**config.mk**
```make
export PLATFORM = sky130hd
export DESIGN_NAME = barrier_unshift_stream_flat
export DESIGN_NICKNAME = d
export VERILOG_FILES = /design/src/rtl/barrier_unshift_stream_pkg.sv /design/src/rtl/barrier_unshift_stream_if.sv /design/src/rtl/barrier_unshift_stream_unrotate.sv /design/src/rtl/barrier_unshift_stream.sv /design/src/flat_wrapper.sv
export SDC_FILE = /design/constraint.sdc
export NUM_CORES = 1
export LEC_CHECK = 0
export BUFFER_PORTS_ARGS = -buffer_cell sky130_fd_sc_hd__buf_2
export CAP_MARGIN = 20
export CORE_MARGIN = 1.5
export CORE_UTILIZATION = 52
export CTS_BUF_LIST = sky130_fd_sc_hd__clkbuf_2
export DETAILED_ROUTE_END_ITERATION = 8
export GPL_ROUTABILITY_DRIVEN = 0
export PLACE_DENSITY = 0.77
export SKIP_LAST_GASP = 1
export SLEW_MARGIN = 10
export SYNTH_ARGS = -nofsm -noshare
export SYNTH_HDL_FRONTEND = slang
export SYNTH_SLANG_ARGS = --single-unit
export TNS_END_PERCENT = 20
```
**constraint.sdc**
```tcl
create_clock -name clk -period 1.8 [get_ports clk]
set_clock_uncertainty 0.15 [all_clocks]
set_input_delay 0.09 -clock clk [delete_from_list [all_inputs] [get_ports clk]]
set_output_delay 0.09 -clock clk [all_outputs]
set_load 0.01 [all_outputs]
```
**src/rtl/barrier_unshift_stream_pkg.sv**
```systemverilog
// barrier_pkg: shared constants, occupancy encoding and rotate helpers for
// the barrier un-shift stream.
//   DATA_W / SHIFT_W : word width and shift-amount width the helpers work on
//   DIR_LEFT/RIGHT   : direction tag carried with each rotated word
//   occ_e            : output-buffer occupancy (EMPTY / ONE / FULL)
//   rotl / rotr      : rotate a DATA_W word by a SHIFT_W amount
package barrier_pkg;

  localparam int DATA_W  = 4;
  localparam int SHIFT_W = $clog2(DATA_W);

  localparam logic DIR_LEFT  = 1'b0;
  localparam logic DIR_RIGHT = 1'b1;

  typedef enum logic [1:0] {
    OCC_EMPTY = 2'd0,
    OCC_ONE   = 2'd1,
    OCC_FULL  = 2'd2
  } occ_e;

  // Rotate via a doubled word: the bits shifted out of one copy are the
  // bits shifted into the other, so a plain shift of {w,w} is a rotate.
  function automatic logic [DATA_W-1:0] rotl(input logic [DATA_W-1:0] word,
                                             input logic [SHIFT_W-1:0] amt);
    logic [2*DATA_W-1:0] tmp;
    tmp = {word, word} << amt;
    return tmp[2*DATA_W-1:DATA_W];
  endfunction

  function automatic logic [DATA_W-1:0] rotr(input logic [DATA_W-1:0] word,
                                             input logic [SHIFT_W-1:0] amt);
    logic [2*DATA_W-1:0] tmp;
    tmp = {word, word} >> amt;
    return tmp[DATA_W-1:0];
  endfunction

endpackage

```
**src/rtl/barrier_unshift_stream_if.sv**
```systemverilog
// barrier_unshift_stream_if: bundles both handshakes of the un-shift stream.
// Handshake rule (both sides): a transfer happens on a rising clk edge where
// valid && ready are both 1; valid, data, shift and dir must stay stable until
// that edge, and ready never depends combinationally on valid.
//   in_valid/in_ready/in_data/in_shift/in_dir : rotated-token input side
//   out_valid/out_ready/out_data              : recovered-word output side
//   tok_count : tokens accepted since reset
//   occ       : buffer occupancy state (debug visibility)
// master = producer/consumer environment, slave = the un-shift block.
interface barrier_unshift_stream_if
  import barrier_pkg::*;
#(
  parameter int WIDTH = DATA_W,
  parameter int SHW   = SHIFT_W,
  parameter int CNTW  = 16
);
  logic             in_valid;
  logic             in_ready;
  logic [WIDTH-1:0] in_data;
  logic [SHW-1:0]   in_shift;
  logic             in_dir;
  logic             out_valid;
  logic             out_ready;
  logic [WIDTH-1:0] out_data;
  logic [CNTW-1:0]  tok_count;
  occ_e             occ;

  modport master (
    output in_valid, in_data, in_shift, in_dir, out_ready,
    input  in_ready, out_valid, out_data, tok_count, occ
  );

  modport slave (
    input  in_valid, in_data, in_shift, in_dir, out_ready,
    output in_ready, out_valid, out_data, tok_count, occ
  );
endinterface

```
**src/rtl/barrier_unshift_stream_unrotate.sv**
```systemverilog
// barrier_unrotate: combinational inverse of the barrier rotator.
//   data  : rotated word
//   shift : amount it was rotated by
//   dir   : DIR_LEFT if it was rotated left, DIR_RIGHT if rotated right
//   word  : recovered original word
module barrier_unrotate
  import barrier_pkg::*;
#(
  parameter int WIDTH = DATA_W,
  parameter int SHW   = SHIFT_W
) (
  input  logic [WIDTH-1:0] data,
  input  logic [SHW-1:0]   shift,
  input  logic             dir,
  output logic [WIDTH-1:0] word
);
  // Undo by rotating the opposite way by the same amount.
  assign word = (dir == DIR_LEFT) ? rotr(data, shift) : rotl(data, shift);
endmodule

```
**src/rtl/barrier_unshift_stream.sv**
```systemverilog
// barrier_unshift_stream: accepts rotated tokens, un-rotates them and holds
// the recovered words in a 2-entry FIFO for the consumer.
//   clk : rising-edge clock
//   rst : asynchronous active-high reset
//   bus : barrier_unshift_stream_if.slave (input/output handshakes,
//         tok_count, occupancy debug state)
module barrier_unshift_stream
  import barrier_pkg::*;
#(
  parameter int WIDTH = DATA_W,
  parameter int SHW   = SHIFT_W,
  parameter int CNTW  = 16
) (
  input  logic                      clk,
  input  logic                      rst,
  barrier_unshift_stream_if.slave   bus
);

  logic [WIDTH-1:0] mem_q [2];
  logic             wr_ptr_q;
  logic             rd_ptr_q;
  occ_e             state_q, state_d;
  logic [WIDTH-1:0] head_q, head_d;
  logic [CNTW-1:0]  cnt_q;
  logic [WIDTH-1:0] word;
  logic             push;
  logic             pop;

  barrier_unrotate #(.WIDTH(WIDTH), .SHW(SHW)) u_unrotate (
    .data  (bus.in_data),
    .shift (bus.in_shift),
    .dir   (bus.in_dir),
    .word  (word)
  );

  // Both flags come from registered state only, so out_ready never reaches
  // in_ready combinationally.
  assign bus.in_ready  = (state_q != OCC_FULL);
  assign bus.out_valid = (state_q != OCC_EMPTY);
  assign bus.out_data  = head_q;
  assign bus.tok_count = cnt_q;
  assign bus.occ       = state_q;

  assign push = bus.in_valid && bus.in_ready;
  assign pop  = bus.out_valid && bus.out_ready;

  // head_q is a dedicated register rather than mem_q[rd_ptr_q] so that after
  // the last pop it keeps showing the popped word instead of a stale slot.
  always_comb begin
    state_d = state_q;
    head_d  = head_q;
    case (state_q)
      OCC_EMPTY: begin
        if (push) begin
          state_d = OCC_ONE;
          head_d  = word;
        end
      end
      OCC_ONE: begin
        if (push && pop) begin
          head_d = word;
        end else if (push) begin
          state_d = OCC_FULL;
        end else if (pop) begin
          state_d = OCC_EMPTY;
        end
      end
      OCC_FULL: begin
        if (pop) begin
          state_d = OCC_ONE;
          head_d  = mem_q[~rd_ptr_q];
        end
      end
      default: state_d = OCC_EMPTY;
    endcase
  end

  always_ff @(posedge clk or posedge rst) begin
    if (rst) begin
      state_q  <= OCC_EMPTY;
      head_q   <= '0;
      wr_ptr_q <= 1'b0;
      rd_ptr_q <= 1'b0;
      cnt_q    <= '0;
      mem_q[0] <= '0;
      mem_q[1] <= '0;
    end else begin
      state_q <= state_d;
      head_q  <= head_d;
      if (push) begin
        mem_q[wr_ptr_q] <= word;
        wr_ptr_q        <= ~wr_ptr_q;
        cnt_q           <= cnt_q + 1'b1;
      end
      if (pop) begin
        rd_ptr_q <= ~rd_ptr_q;
      end
    end
  end

endmodule

```
**src/flat_wrapper.sv**
```systemverilog
// flat-port wrapper written by rule: the top's interface ports become plain ports
module barrier_unshift_stream_flat import barrier_pkg::*;
#(
  parameter int WIDTH = DATA_W,
  parameter int SHW   = SHIFT_W,
  parameter int CNTW  = 16
)
  (clk, rst, bus_in_valid, bus_in_data, bus_in_shift, bus_in_dir, bus_out_ready, bus_in_ready, bus_out_valid, bus_out_data, bus_tok_count, bus_occ);
  barrier_unshift_stream_if #(.WIDTH(WIDTH), .SHW(SHW), .CNTW(CNTW)) bus_i ();
  input  logic clk;
  input  logic rst;
  input wire logic [$bits(bus_i.in_valid)-1:0] bus_in_valid;
  input wire logic [$bits(bus_i.in_data)-1:0] bus_in_data;
  input wire logic [$bits(bus_i.in_shift)-1:0] bus_in_shift;
  input wire logic [$bits(bus_i.in_dir)-1:0] bus_in_dir;
  input wire logic [$bits(bus_i.out_ready)-1:0] bus_out_ready;
  output wire logic [$bits(bus_i.in_ready)-1:0] bus_in_ready;
  output wire logic [$bits(bus_i.out_valid)-1:0] bus_out_valid;
  output wire logic [$bits(bus_i.out_data)-1:0] bus_out_data;
  output wire logic [$bits(bus_i.tok_count)-1:0] bus_tok_count;
  output wire logic [$bits(bus_i.occ)-1:0] bus_occ;
  assign bus_i.in_valid = bus_in_valid;
  assign bus_i.in_data = bus_in_data;
  assign bus_i.in_shift = bus_in_shift;
  assign bus_i.in_dir = bus_in_dir;
  assign bus_i.out_ready = bus_out_ready;
  assign bus_in_ready = bus_i.in_ready;
  assign bus_out_valid = bus_i.out_valid;
  assign bus_out_data = bus_i.out_data;
  assign bus_tok_count = bus_i.tok_count;
  assign bus_occ = bus_i.occ;
  barrier_unshift_stream #(.WIDTH(WIDTH), .SHW(SHW), .CNTW(CNTW)) u_core (.clk(clk), .rst(rst), .bus(bus_i));
endmodule
```
======== Word-level counts from Yosys, hierarchy flattened ========
Index checks and enable logic that the tools add are counted.
cells by class
  add/sub/neg operators ................... 1
  magnitude comparators ................... 3
  eq/ne operators ......................... 8
  shift operators ......................... 2
  multiplexer cells ....................... 17
  bitwise gates (word level) .............. 4
  reduce and logical (&&, ||, !) cells .... 9
operator list
  kind                   count
  $mux 4                 8
  $add 16x1->16 const B  1
  $pmux 4 s3             1
  $mux 2                 5
  $bwmux 8               1
  $reduce_and 4->1       2
  $shl 8x2->8            1
  $shr 8x2->4            1
  $ne 2x1->1 const B     3
  $pmux 2 s3             1
  $demux 4 s1            1
  $ge 2x2->1 const B     2
  $logic_and 1x1->1      4
  $ne 2x2->1 const B     2
  $not 1->2              2
  $ne 3x1->1 const B     1
  $reduce_bool 3->1      1
  $eq 2x1->1 const B     1
  $eq 2x2->1 const B     1
  $logic_not 2->1        1
  $lt 2x1->1 const B     1
  $not 1->1              2
  $reduce_bool 2->1      1
storage, ports and cells
  bits in registers ....................... 32
  bits of input ports ..................... 11
  output and inout port bits .............. 24
  logic and storage cells ................. 51

======== Logic depth before layout (Yosys ltp) ========
Gate-level depths: netlist of the first run.
  depth in word-level cells ............... 7
  depth in mapped cells ................... 6
  gate-level depth less buffers ........... 5

======== By module ========
Synthesis of the first run repeated with hierarchy kept, for this count alone.
second synthesis, totals
  cell total of the unflattened synthesis .. 134
  area total of the unflattened synthesis .. 1665.3 µm²
modules (own cells, without submodules)
  module                  instances  cells an instance  area each (µm²)  seq. area each (µm²)
  barrier_unshift_stream  1          126                1515.2           800.8
  barrier_unrotate        1          8                  150.1            0.0

======== Worst setup path after synthesis of the first run ========
Ideal clock, no wire load.
  path kind ............................... register -> register
  start ................................... register u_core.state_q[1], in the netlist u_core.bus.occ[1]
  end ..................................... register u_core.mem_q[4] (netlist name)
  library setup time ...................... 0.125 ns
  arrival ................................. 1.473 ns
  data required time ...................... 1.525 ns
  setup slack ............................. 0.053 ns
  stages on the path, launching flop included .. 7
  buffers on the path ..................... 1
  period minus slack after synthesis ...... 1.747 ns
  path through ............................ dfrtp_1 -> nor2b_1 -> buf_6 -> inv_2 -> nand2_1 -> nor2_2 -> mux2_2
between the ends
  longest elaborated chain between the ends .. 2
RTL lines
  item                             RTL line                      RTL
  from (decl)                      barrier_unshift_stream.sv:22  occ_e state_q, state_d;
  from (signal assigned)           barrier_unshift_stream.sv:88  state_q <= state_d;
  $ne 2x2->1                       barrier_unshift_stream.sv:38  assign bus.in_ready = (state_q != OCC_FULL);
  named net bus_in_ready           flat_wrapper.sv:17            output wire logic [$bits(bus_i.in_ready)-1:0] bus_in_ready;
  $logic_and 1x1->1                barrier_unshift_stream.sv:44  assign push = bus.in_valid && bus.in_ready;
  to (signal, indexed assignment)  barrier_unshift_stream.sv:91  mem_q[wr_ptr_q] <= word;
  to (decl)                        barrier_unshift_stream.sv:19  logic [WIDTH-1:0] mem_q [2];
The timed path passes the listed nets, and every way through them passes these cells.
A chain may end at the register's enable or synchronous reset.

======== Worst setup path in the final report of the first run ========
  start ................................... register u_core.cnt_q[0], in the netlist u_core.bus.tok_count[0]
  end ..................................... register u_core.cnt_q[12], in the netlist u_core.bus.tok_count[12]
between the ends
  longest elaborated chain between the ends .. 1
RTL lines
  item                    RTL line                      RTL
  from (decl)             barrier_unshift_stream.sv:24  logic [CNTW-1:0] cnt_q;
  from (signal assigned)  barrier_unshift_stream.sv:93  cnt_q <= cnt_q + 1'b1;
  $add 16x1->16           barrier_unshift_stream.sv:93
Every way passes these cells.

==> results.tsv, run 1 <==
stage	metric	value	unit
synthesis	syn_nets	151	
cells_and_area	commonest non-fill, non-tap cell in the layout	buf_2	
cells_and_area	Final Util	68.1	%
timing	final setup vio count	0	
cells_and_area	commonest cells after routing, fill and taps aside	buf_2, dfrtp_1, nand2_1, mux2_2, xor2_1	
synthesis	mapped cell area	1580	µm²
placement	DP Worst Slack	0.0957	ns
pwr	power per cell area	1220	nW/µm²
synthesis	synthesized flop and latch total	32	
global_routing	vias in the first global route	1173	
timing	max-slew violation count	0	
global_routing	first-pass GRT wire length	5.31	mm
cells_and_area	footprint of the multi-input gates	741	µm²
cells_and_area	fillers	235	
worst_setup_path	CP arrival	1.83	ns
synthesis	Netlist cell types	31	
clock_network	CTS tree	built	
clock_network	clock buffer depth	2	
hold_path	worst hold path class	primary input to register	
pwr	Lkg Pwr	0.000960	µW
cells_and_area	share of layout cells above drive strength 1	37.4	%
cells_and_area	Final #Nets	198	
timing	RSZ-0062 raised after global routing	yes	
clock_network	cts bufs inserted	5	
drt	routed wire length per instance	14.5	µm
floorplanning	initial core utilization	56.0	%
drt	DR vias	1197	
global_routing	initial antenna violation count	0	
timing	Final TNS setup	0	ns
worst_setup_path	launch point of the worst reg-to-reg path	u_core.bus.tok_count[0]$_DFFE_PP0P_	
timing	Max Freq	588	MHz
pwr	Pwr Total	2360	µW
worst_setup_path	CP required	1.93	ns
worst_setup_path	Worst Path Max Fanout	6	
cells_and_area	antenna cells	0	
floorplanning	Die Ht	58.2	µm
floorplanning	Core Box Area	2830	µm²
drt	post-route ant nets	0	
clock_network	total clock sinks	32	
synthesis	syn avg cell area	11.4	µm²
floorplanning	die width	58.2	µm
drt	drc violations	3	
worst_setup_path	Setup crit start kind	register	
global_routing	largest net degree at the start of global routing	33	
worst_setup_path	Crit Reg-Reg Endpoint	u_core.bus.tok_count[12]$_DFFE_PP0P_	
worst_setup_path	CP endpoint kind	register	
synthesis	Ys Warns	0	
placement	post-DP HPWL	2.25	mm
clock_network	worst skew pair latency	0.34	ns
hold_path	Hold Path End	u_core.bus.tok_count[4]$_DFFE_PP0P_	
worst_setup_path	Reg2Reg Depth	5	
clock_network	H-tree depth	2	
synthesis	Gate Count Post-Synth	139	
timing	Final Hold Vio Count	0	
global_routing	Tot GR Track Use	20.8	%
timing	worst hold slack	0.0117	ns
clock_network	Reg clk slew, reported paths	0.17	ns
hold_path	Hold Crit Start	bus_in_valid	
synthesis	register area share after synthesis	50.6	%
timing	Period minus WS final	1.70	ns
floorplanning	die area	3390	µm²
placement	# port buffers	34	
timing	final worst slack	0.0979	ns
outcome	violated checks	DRC	
floorplanning	Rows	19	
pwr	worst IR drop on VDD	0.646	mV
cells_and_area	register area	801	µm²
drt	routed wire length	3.17	mm
drt	vias per std cell	5.49	
global_routing	GRT overflow	0	
outcome	status	finished, violations left	
clock_network	Clock Tree Root	clkbuf_2	
timing	slew at the pin closest to its max-slew limit	0.395	ns
floorplanning	Boundary Pins	35	
flow_run	max-cap violations	0	
hold_path	hold depth	3	
timing	Max transition margin	73.6	%
timing	Tcrit/Tclk final	94.6	%
clock_network	Post-CTS Setup Repair Bufs	0	
drt	initial DRC count	64	
drt	drt pass-1 iters	7	
cells_and_area	area delta synth->final	21.6	%
worst_setup_path	R2R setup slack	0.1	ns
worst_setup_path	Crit Path Class	register to register	
==> report_power, final <==
group          switching [µW]  internal [µW]  leakage [µW]
clock network             250            233     0.0000390
registers                 198            942      0.000394
logic                     345            392      0.000527
total                     793           1570      0.000960
==> registers in the layout, summed over array words and instances, names as in the netlist <==
name	cells
u_core.bus.tok_count	16
u_core.mem_q	8
u_core.bus.out_data	4
u_core.bus.occ	2
u_core.rd_ptr_q	1
u_core.wr_ptr_q	1
==> final cells by class <==
| cell class | count | area share (%) |
|---|---|---|
| Sequential cell | 32 | 41.6 |
| Multi-Input combinational cell | 95 | 38.4 |
| Timing Repair Buffer | 43 | 12.7 |
| Clock inverter | 3 | 2.21 |
| Tap cell | 31 | 2.01 |
| Inverter | 9 | 1.75 |
| Clock buffer | 5 | 1.30 |
==> cells in the mapped netlist <==
cell      instances  area share [%]
ha_1              1            0.79
nand3b_1          2            0.95
nor3_1            5             1.6
o21ai_0           4             1.3
nand2b_1          1            0.40
and2_1            1            0.40
inv_2             1            0.24
nor3b_1           1            0.47
mux2i_1           5             3.2
nand3_1           4             1.3
xnor2_1           8             4.4
o21ai_1           1            0.32
inv_1             8             1.9
nand2_1          15             3.6
clkbuf_1          2            0.47
or2_2             2            0.79
nor2b_1           2            0.79
mux4_2            4             5.7
a21boi_0          1            0.47
nor2_2            1            0.40
nor2_1            5             1.2
and4_1            1            0.55
nand4_1           2            0.79
mux2_2           12             8.5
buf_6             1            0.71
o22ai_1           1            0.40
o211ai_1          4             1.9
and3_1            2            0.79
dfrtp_1          32              51
xor2_1            9             5.0
a21oi_1           1            0.32
==> metrics by stage <==
| step | area [µm²] | instances |
|---|---|---|
| 2_1_floorplan | 1580 | 139 |
| 3_3_place_gp | 1820 | 207 |
| 3_5_place_dp | 1820 | 207 |
| 4_1_cts | 1920 | 218 |
| 5_1_grt | 1930 | 218 |
| 6_report | 1930 | 218 |
==> worst max-delay path, stage by stage, from the launching register on <==
cell	delay, ns
dfrtp_1	0.44
ha_1	0.20
and3_1	0.20
nand3_2	0.19
nor3_1	0.27
xor2_1	0.18
==> what timing repair did <==
item / CTS / global route
hold buffers: 3 / 0
resized for setup: 0 / 2
endpoints found under the hold margin: 35 / 0
endpoints found under the setup margin: 0 / 4
==> cell families after synthesis <==
kind of cell	after synthesis	synth area share, %
xor+xnor	17	9.40
compound gates	12	4.66
fa+ha+maj	1	0.790
buf+inv	12	3.32
flops	32	50.6
mux	21	17.4
simple gates	44	13.9
==> worst max-delay path by stage <==
stage / start / endpoint / slack, ns / depth (start not counted)
finish: u_core.bus.tok_count[0]$_DFFE_PP0P_ / u_core.bus.tok_count[12]$_DFFE_PP0P_ / 0.1 / 5
global route: u_core.bus.occ[1]$_DFFE_PP0P_ / u_core.bus.tok_count[11]$_DFFE_PP0P_ / -0.02 / 5
CTS: u_core.bus.tok_count[0]$_DFFE_PP0P_ / u_core.bus.tok_count[12]$_DFFE_PP0P_ / 0.07 / 5
detailed placement: u_core.bus.tok_count[0]$_DFFE_PP0P_ / u_core.bus.tok_count[12]$_DFFE_PP0P_ / 0.1 / 5
global placement: u_core.bus.tok_count[0]$_DFFE_PP0P_ / u_core.bus.tok_count[12]$_DFFE_PP0P_ / 0.17 / 5
floorplan: u_core.bus.occ[1]$_DFFE_PP0P_ / u_core.mem_q[4]$_DFFE_PP0P_ / 0.05 / 6
==> metal layers <==
metal / vias up / share of wire, % / wire, µm / global-route usage, %
met3: 2 / 5.1 / 161 / 4.69
met1: 579 / 44 / 1390 / 28.2
met2: 45 / 50 / 1590 / 33.3
li1: 571 / - / - / -
met4: 0 / 0.66 / 21 / 6.98
met5: - / 0 / 0 / 0
Note: power is estimated with default switching activity, not from simulation.
==> run 2: changes to the inputs <==
--- a/config.mk
+++ b/config.mk
@@ -7,7 +7,7 @@
 export LEC_CHECK = 0
 export BUFFER_PORTS_ARGS = -buffer_cell sky130_fd_sc_hd__buf_2
 export CAP_MARGIN = 20
-export CORE_MARGIN = 1.5
+export CORE_MARGIN = 2
 export CORE_UTILIZATION = 52
 export CTS_BUF_LIST = sky130_fd_sc_hd__clkbuf_2
 export DETAILED_ROUTE_END_ITERATION = 8
==> run 2 against run 1 <==
  * The run now ends clean
  * Sequential power is essentially flat
  * Global-route usage shrank 0.88 points
  * First-iteration DRC count shrank 16%
  * Setup slack lost 0.021 ns
  * Core utilization shrank 4.3 points
  * Cell area shrank 1.4%
  * Die area grew 3.5%
  * Via count shrank 0.92%
  * Largest power group unchanged
==> results.tsv, run 2 (synthesized netlist as in run 1, its figures left out) <==
stage	metric	value	unit
worst_setup_path	worst path cell trace	ha_1, and3_1, nand3_1, nor3_1, xor2_1	
floorplanning	Boundary Pins	35	
placement	post-DP HPWL	2.24	mm
drt	post-route ant nets	0	
floorplanning	Core Box Area	2980	µm²
hold_path	hold depth	3	
cells_and_area	commonest cells after routing, fill and taps aside	buf_2, dfrtp_1, nand2_1, mux2_2, xor2_1	
worst_setup_path	Top delay family on crit path	simple AND/OR/NAND/NOR gates	
pwr	Pwr Total	2180	µW
timing	Period minus WS final	1.72	ns
floorplanning	die area	3500	µm²
clock_network	clock buffer depth	2	
timing	Final Hold Vio Count	0	
timing	RSZ-0062 raised after global routing	yes	
worst_setup_path	Crit Reg-Reg Endpoint	u_core.bus.tok_count[14]$_DFFE_PP0P_	
outcome	status	complete, no violations	
cells_and_area	antenna cells	0	
drt	routed wire length per instance	13.6	µm
worst_setup_path	launch point of the worst reg-to-reg path	u_core.bus.tok_count[0]$_DFFE_PP0P_	
drt	vias per std cell	5.37	
drt	initial DRC count	54	
worst_setup_path	CP max-delay cell	dfrtp_1	
worst_setup_path	Buf/Inv on CP	0	
cells_and_area	share of layout cells above drive strength 1	35.6	%
pwr	power per cell area	1150	nW/µm²
global_routing	vias in the first global route	1139	
floorplanning	Die Ht	59.2	µm
worst_setup_path	Worst Path Max Fanout	6	
worst_setup_path	Crit path largest cell delay	0.42	ns
global_routing	GRT overflow	0	
placement	# port buffers	34	
pwr	Logic pwr share	32.9	%
cells_and_area	Final #Nets	199	
worst_setup_path	R2R setup slack	0.08	ns
pwr	Net Sw Frac	34.1	%
worst_setup_path	CP required	1.93	ns
clock_network	total clock sinks	32	
pwr	P_sw	743	µW
drt	DR vias	1186	
clock_network	H-tree depth	2	
hold_path	Hold Crit Start	bus_in_shift[1]	
timing	Final TNS setup	0	ns
clock_network	Reg clk slew, reported paths	0.14	ns
worst_setup_path	Reg2Reg Depth	5	
clock_network	Clock Tree Root	clkbuf_2	
cells_and_area	max reg flops	16	
pwr	clock share of power	15.2	%
global_routing	initial antenna violation count	0	
worst_setup_path	Crit Path Class	register to register	
clock_network	worst skew pair latency	0.38	ns
pwr	Lkg Pwr	0.000955	µW
drt	routed wire length	3.00	mm
cells_and_area	commonest non-fill, non-tap cell in the layout	buf_2	
timing	Tcrit/Tclk final	95.7	%
timing	final setup vio count	0	
floorplanning	die width	59.2	µm
global_routing	Tot GR Track Use	19.9	%
clock_network	CTS tree	built	
floorplanning	Rows	20	
hold_path	Hold Path End	u_core.mem_q[0]$_DFFE_PP0P_	
timing	max-slew violation count	0	
pwr	sequential power share	51.9	%
clock_network	cts bufs inserted	5	
floorplanning	initial core utilization	53.2	%
pwr	Power Internal	1430	µW
cells_and_area	area delta synth->final	20.0	%
pwr	worst IR drop on VDD	0.667	mV
drt	drc violations	0	
cells_and_area	Final Util	63.8	%
placement	area of placed instances	1820	µm²
worst_setup_path	CP arrival	1.85	ns
timing	Max transition margin	68.9	%
worst_setup_path	Setup crit start kind	register	
hold_path	worst hold path class	primary input to register	
cells_and_area	fin area	1900	µm²
drt	drt pass-1 iters	6	
timing	Max Freq	581	MHz
timing	slew at the pin closest to its max-slew limit	0.464	ns
global_routing	largest net degree at the start of global routing	33	
cells_and_area	fillers	257	
global_routing	first-pass GRT wire length	5.11	mm
worst_setup_path	CP endpoint kind	register	
flow_run	max-cap violations	0	
run 2: cell types whose count changed in the layout (fill, tap and decap cells not counted), sizes merged:
cell / change
clkbuf: +2
bufinv: -1
clkinvlp: -1
dlygate4sd3: +1
run 2: power groups by stage:
stage | Sequential [µW] | Combinational [µW] | Clock, µW
after floorplan | 1150 | 452 | 0
after global placement | 1140 | 692 | 0
after detailed placement | 1150 | 714 | 0
after CTS | 1130 | 726 | 342
after global routing | 1170 | 808 | 382
final | 1130 | 716 | 332
run 2: per-layer routing:
metal / vias to the layer above / share of wire (%) / global-route usage (%)
li1: 574 / - / -
met1: 576 / 45 / 25.1
met2: 30 / 49 / 32.3
met3: 6 / 4.5 / 5.46
met4: 0 / 1.7 / 7.79
met5: - / 0 / 0
run 2: worst max-delay path by stage:
| stage | start | end | slack (ns) | cells past startpoint |
|---|---|---|---|---|
| after floorplan | u_core.bus.occ[1]$_DFFE_PP0P_ | u_core.mem_q[4]$_DFFE_PP0P_ | 0.05 | 6 |
| after global placement | u_core.bus.tok_count[0]$_DFFE_PP0P_ | u_core.bus.tok_count[14]$_DFFE_PP0P_ | 0.15 | 5 |
| after detailed placement | u_core.bus.tok_count[0]$_DFFE_PP0P_ | u_core.bus.tok_count[14]$_DFFE_PP0P_ | 0.11 | 5 |
| after CTS | u_core.bus.tok_count[0]$_DFFE_PP0P_ | u_core.bus.tok_count[14]$_DFFE_PP0P_ | 0.07 | 5 |
| after global routing | u_core.bus.tok_count[0]$_DFFE_PP0P_ | u_core.bus.tok_count[14]$_DFFE_PP0P_ | -0.04 | 5 |
| final | u_core.bus.tok_count[0]$_DFFE_PP0P_ | u_core.bus.tok_count[14]$_DFFE_PP0P_ | 0.08 | 5 |
run 2: cell type report:
class                      count  area (µm²)  area share [%]
sequential                    32         801            42.1
multi-input combinational     95         731            38.4
clock buffer                   7        35.0            1.84
clock inverter                 1        3.75           0.197
timing repair buffer          44         255            13.4
tap                           33        41.3            2.17
inverter                       9        33.8            1.78
run 2: metrics by stage:
stage | worst slack [ns] | hold WS (ns) | instances
finish | 0.0774 | 0.110 | 221
floorplan | 0.0527 | 0.00314 | 139
global route | -0.0442 | 0.0964 | 221
detailed placement | 0.110 | 0.0484 | 209
global placement | 0.153 | 0.0319 | 209
CTS | 0.0737 | 0.0915 | 221
run 2: tightest hold or removal path: stages:
cell and delay (ns):
buf_2 0.14, mux4_2 0.22, mux2_2 0.15
run 2: timing repair:
item | 4_1_cts | 5_1_grt
setup buffers | 0 | 0
gates resized for setup | 0 | 0
endpoints found under the setup margin | 0 | 5
hold buffers | 4 | 0
endpoints found under the hold margin | 35 | 0
